**config.mk**
```make
export PLATFORM = sky130hd
export DESIGN_NAME = branch_resolve
export DESIGN_NICKNAME = d
export VERILOG_FILES = /design/src/rtl/br_pkg.sv /design/src/rtl/br_cond.sv /design/src/rtl/branch_resolve.sv
export SDC_FILE = /design/constraint.sdc
export NUM_CORES = 1
export LEC_CHECK = 0
export ABC_AREA = 1
export CELL_PAD_IN_SITES_DETAIL_PLACEMENT = 0
export CELL_PAD_IN_SITES_GLOBAL_PLACEMENT = 1
export CORE_MARGIN = 10
export CORE_UTILIZATION = 30
export CTS_CLUSTER_DIAMETER = 150
export DETAILED_ROUTE_END_ITERATION = 8
export HOLD_SLACK_MARGIN = 0.12
export PLACE_DENSITY_LB_ADDON = 0.1
export SLEW_MARGIN = 10
export SYNTH_ARGS = -nofsm -noshare
export SYNTH_HDL_FRONTEND = slang
export SYNTH_HIERARCHICAL = 1
export SYNTH_SLANG_ARGS = --single-unit
```
**constraint.sdc**
```tcl
create_clock -name clk_i -period 1.4 [get_ports clk_i]
set_input_delay 0.14 -clock clk_i [delete_from_list [all_inputs] [get_ports clk_i]]
set_output_delay 0.14 -clock clk_i [all_outputs]
set_load 0.02 [all_outputs]
```
**src/rtl/br_pkg.sv**
```systemverilog
// Shared definitions for the branch resolution slice: funct3 encodings,
// FSM state type and the taken-counter width.
package br_pkg;

  localparam logic [2:0] F3_BEQ  = 3'b000;
  localparam logic [2:0] F3_BNE  = 3'b001;
  localparam logic [2:0] F3_RSV2 = 3'b010;
  localparam logic [2:0] F3_RSV3 = 3'b011;
  localparam logic [2:0] F3_BLT  = 3'b100;
  localparam logic [2:0] F3_BGE  = 3'b101;
  localparam logic [2:0] F3_BLTU = 3'b110;
  localparam logic [2:0] F3_BGEU = 3'b111;

  localparam int CNT_W = 16;

  typedef enum logic {
    RUN    = 1'b0,
    SHADOW = 1'b1
  } state_t;

endpackage

```
**src/rtl/br_cond.sv**
```systemverilog
// Combinational branch condition decode from funct3 and comparator flags.
module br_cond
  import br_pkg::*;
(
  input  logic [2:0] funct3,
  input  logic       less,
  input  logic       equal,
  output logic       cond,
  output logic       illegal
);

  // Map funct3 onto the comparator flags; reserved encodings never take.
  always_comb begin
    cond    = 1'b0;
    illegal = 1'b0;
    case (funct3)
      F3_BEQ:  cond = equal;
      F3_BNE:  cond = ~equal;
      F3_BLT:  cond = less;
      F3_BLTU: cond = less;
      F3_BGE:  cond = ~less;
      F3_BGEU: cond = ~less;
      F3_RSV2: illegal = 1'b1;
      F3_RSV3: illegal = 1'b1;
      default: begin
        cond    = 1'b0;
        illegal = 1'b0;
      end
    endcase
  end

endmodule

```
**src/rtl/branch_resolve.sv**
```systemverilog
// EX-stage control transfer resolution: fetch PC register, one-cycle
// redirect shadow FSM and a saturating count of accepted redirects.
module branch_resolve
  import br_pkg::*;
#(
  parameter logic [31:0] RESET_PC = 32'h0000_0000
) (
  input  logic              clk_i,
  input  logic              rst_ni,
  input  logic              stall_i,
  input  logic              ex_valid_i,
  input  logic              ex_branch_i,
  input  logic              ex_jal_i,
  input  logic              ex_jalr_i,
  input  logic [2:0]        ex_funct3_i,
  input  logic              br_less_i,
  input  logic              br_equal_i,
  input  logic [31:0]       ex_target_i,
  output logic              br_unsigned_o,
  output logic [31:0]       pc_o,
  output logic              redirect_o,
  output logic              flush_o,
  output logic              illegal_br_o,
  output logic [CNT_W-1:0]  taken_cnt_o
);

  state_t     state;
  logic       cond;
  logic       illegal;
  logic       run;
  logic       taken;
  logic [31:0] target;

  br_cond u_cond (
    .funct3  (ex_funct3_i),
    .less    (br_less_i),
    .equal   (br_equal_i),
    .cond    (cond),
    .illegal (illegal)
  );

  // Redirect decision; EX contents are ignored while in the shadow cycle.
  always_comb begin
    run           = (state == RUN);
    taken         = ex_valid_i & run & (ex_jal_i | ex_jalr_i | (ex_branch_i & cond));
    target        = {ex_target_i[31:2], 2'b00};
    br_unsigned_o = ex_funct3_i[1];
    redirect_o    = taken;
    flush_o       = taken | (state == SHADOW);
    illegal_br_o  = ex_valid_i & ex_branch_i & illegal & run;
  end

  // Fetch PC: a redirect beats a stall, otherwise advance by one word.
  always_ff @(posedge clk_i or negedge rst_ni) begin
    if (!rst_ni) begin
      pc_o <= RESET_PC;
    end else if (taken) begin
      pc_o <= target;
    end else if (stall_i) begin
      pc_o <= pc_o;
    end else begin
      pc_o <= pc_o + 32'd4;
    end
  end

  // Shadow FSM: stay in SHADOW while the front end is stalled.
  always_ff @(posedge clk_i or negedge rst_ni) begin
    if (!rst_ni) begin
      state <= RUN;
    end else begin
      case (state)
        RUN:     state <= taken ? SHADOW : RUN;
        SHADOW:  state <= stall_i ? SHADOW : RUN;
        default: state <= RUN;
      endcase
    end
  end

  // Saturating count of accepted redirects.
  always_ff @(posedge clk_i or negedge rst_ni) begin
    if (!rst_ni) begin
      taken_cnt_o <= {CNT_W{1'b0}};
    end else if (taken && (taken_cnt_o != {CNT_W{1'b1}})) begin
      taken_cnt_o <= taken_cnt_o + 16'd1;
    end else begin
      taken_cnt_o <= taken_cnt_o;
    end
  end

endmodule
```
==> metrics.md <==
| Metric | Value |
|---|---|
| DRC | `0` |
| Setup violators final | `23` |
| Top post-synthesis cells by area | `dfrtp_1 (36%), nand2_1 (23%), nand3_1 (8.7%)` |
| Critical Path AT | `1.68 ns` |
| Global-route wire length before repair | `19,500 um` |
| Fmax | `~0.68 GHz` |
| Main combinational cell family by area after synthesis | `simple AND/OR/NAND/NOR gates` |
| Placed Cells | `810` |
| Slew Viols, Final | `0` |
| TritonRoute pass-1 iters | `4` |
| Global placement routability congestion | `0.819` |
| CP max-delay cell | `dfrtp_2` |
| Clock sinks | `47` |
| Critical path endpoint category | `flip-flop` |
| Startpoint Class | `flip-flop` |
| Worst hold path class | `in -> async` |
| Tightest hold margin | `0.311 ns` |
| Vias per cell | `roughly 4.5` |
| R2R Path Start | `pc_o[2]` |
| Total of warnings raised by yosys | `6` |
| Die Wd | `125 um` |
| Max FO, Critical Path | `7` |
| Register Area | `about 1200 um^2` |
| LEAKAGE | `around 2.8 nW` |
| Detail Route Antenna Nets | `0` |
| Ant. Diodes | `0` |
| Power Density | `1050 nW/um^2` |
| Initial core utilization | `about 30%` |
| Adder-Cell Fraction of Synth Area | `less than 1%` |
| Tmin final | `~1.5 ns` |
| Clk slew on worst S/H paths | `0.10 ns` |
| Commonest cells in the netlist | `nand2_1 (205), nand3_1 (57), nor2_1 (56), inv_1 (55), dfrtp_1 (47)` |
| Yosys cell types | `32` |
| Nets | `756` |
| Multi-input logic area | `around 2300 um^2` |
| Multiplexer share of the synthesized area | `0%` |
| WP buf/inv | `1` |
| Final Skew | `about 0.011 ns` |
| R2R depth | `9` |
| Number of fill cells | `1,081` |
| Max incr delay on CP | `around 0.38 ns` |
| Post-synth ARST share | `100%` |
| Sequential share of the synthesized area | `35.8%` |
| Outcome | `finished with violations` |
| Post-route total power | `roughly 0.0060 W` |
| Yosys reg bits | `between 40 and 50` |
| Post-synthesis compound-gate area fraction | `under 10%` |
| Rows | `38` |
| Setup_tns | `-0.610 ns` |
| Largest net degree at the start of global routing | `48` |
| Core area | `10,800 um^2` |
| Max IR drop VDD | `0.851 mV` |
| Utilization after layout | `a little over half` |
| Buffer depth of the longest clock path | `2` |
| Total CTS buffers | `5` |
| Die outline height | `125 um` |
| Detailed-route wire length per cell | `14.1 um` |
| Crit path cell chain | `buf_6 -> ha_4 -> nand2_4 -> nor2_4 -> nand2_4 -> nor2_4 -> nand3_1 -> nand3_1 -> nand2_1` |
| Failing checks | `negative setup slack` |
| Layout area overhead | `75.0%` |
| Ys flop type | `dfrtp_1` |
| Post-synthesis xor/xnor area fraction | `roughly 4.3%` |
| Vias | `3,851` |
| 1st-iter DRT viols | `172` |
| TritonCTS clock tree | `yes` |
| Final wirelength | `12,000 um` |
| Final worst path period share | `106%` |
| Hpwl dp | `8930 um` |
| Worst-skew pair later-pin latency | `0.30 ns` |
| Count leader, synth | `nand2_1` |
| Mapped cell area | `3290 um^2` |
| Worst EP required | `around 1.6 ns` |
| Worst path top cell family by delay | `simple AND/OR/NAND/NOR gates` |
| Post-Synth Simple-Gate Area | `between 40% and 50%` |
| Unrepaired setup endpoints after global routing | `true` |
| Tot GR Track Use | `between 10 and 15%` |
| Layout cells sized above 1 | `approximately a third` |
| Area leader, netlist | `dfrtp_1` |
| Die area | `15,500 um^2` |
| Final hold viol count | `0` |
| Initial antenna violation count | `0` |
| Post-Syn Instances | `511` |
| Top-level I/O count | `96` |
| Worst Setup Slack, final | `-0.0789 ns` |
| Maxcap violations | `0` |
| Syn avg cell area | `approximately 6.4 um^2` |
| CP Class | `reg -> reg` |
| Total grt overflow | `0` |
| R2R setup slack | `-0.08 ns` |
| Post-synth EDFFs | `0` |
| Vias in the first global route | `3,954` |
| Non-Filler Instances | `851` |
| CTS root buf | `clkbuf_8` |
| Htree depth | `2` |
| PortBufs | `91` |
| Yosys top cell area share | `between 30 and 40%` |
| Capture point of the worst reg-to-reg path | `pc_o[22]` |
repair_timing:
| item | 4_1_cts | 5_1_grt |
|---|---|---|
| endpoints found under the setup margin | 93 | 52 |
| pin swaps | 26 | 47 |
| setup buffers | 12 | 19 |
| hold endpoints to repair | 47 | 0 |
| gates cloned | 1 | 2 |
| hold buffers | 1 | 0 |
| gates resized for setup | 125 | 102 |
cells in the final DEF (no fill, tap or decap), types with 10 or more instances in the layout:
cell type          n
buf_4             87
inv_1             53
nor2_1            33
nand2_4           10
dfrtp_2           13
buf_6             21
o21ai_1           13
dfrtp_1           34
nand3_2           17
nand2_2           28
nand2_1          169
nor2_4            17
nand3_1           39
clkdlybuf4s50_1   36
dlygate4sd2_1     45
routing by layer:
layer  vias up  routed length, um  GRT usage (%)
li1       1986                  -              -
met1      1792               5060           17.3
met2        69               6270           26.5
met3         4                566           3.40
met4         0                 89           2.95
met5         -                  0              0
flip-flops by register name, indices dropped and copies added (netlist names):
signal       cells
taken_cnt_o     16
state            1
pc_o            30
how the worst max path moves through the flow:
stage                              start               to  slack, ns  cells after the start
final                            pc_o[2]         pc_o[22]      -0.08                      9
after global placement    ex_funct3_i[0]       redirect_o      -0.56                     10
after detailed placement  ex_funct3_i[0]         pc_o[12]      -0.63                     13
after CTS                        pc_o[2]         pc_o[12]      -0.12                      9
after floorplan           taken_cnt_o[0]  taken_cnt_o[13]      -0.05                      9
after global routing             pc_o[2]         pc_o[22]      -0.18                     10
cells by family after synthesis:
kind of cell               after synthesis
xor gates and xnor gates                16
other                                    1
buffers and inverters                   72
DFF                                     47
AOI/OAI and AO/OA                       35
and+or+nand+nor                        338
adders and majority gates                2
worst register-to-register path, delay by kind of cell, from the launching register on:
family	cells	cell delay, ns
buffers and inverters	1	0.13
flip-flops	1	0.38
adder cells (fa/ha/maj)	1	0.15
AND/OR/NAND/NOR	7	0.74
stage by stage:
| step | worst slack (ns) | area, um^2 |
|---|---|---|
| after detailed placement | -0.630 | 4970 |
| after global placement | -0.559 | 4970 |
| after global routing | -0.177 | 5750 |
| after floorplan | -0.0473 | 3360 |
| final | -0.0789 | 5750 |
| after CTS | -0.117 | 5300 |
power by group:
group          internal (W)  switching, W
clock network      0.000353      0.000493
registers           0.00166      0.000364
logic               0.00150       0.00167
total               0.00351       0.00253
layout make-up:
cell class	instances	share of cell area, %
Timing Repair inverter	2	0.326
Sequential cell	47	20.7
Timing Repair Buffer	201	30.9
Clock buffer	7	1.33
Tap cell	140	3.05
Inverter	59	4.22
Multi-Input combinational cell	394	39.3
Clock inverter	1	0.0871
No activity file was read; power rests on OpenSTA's default activity.
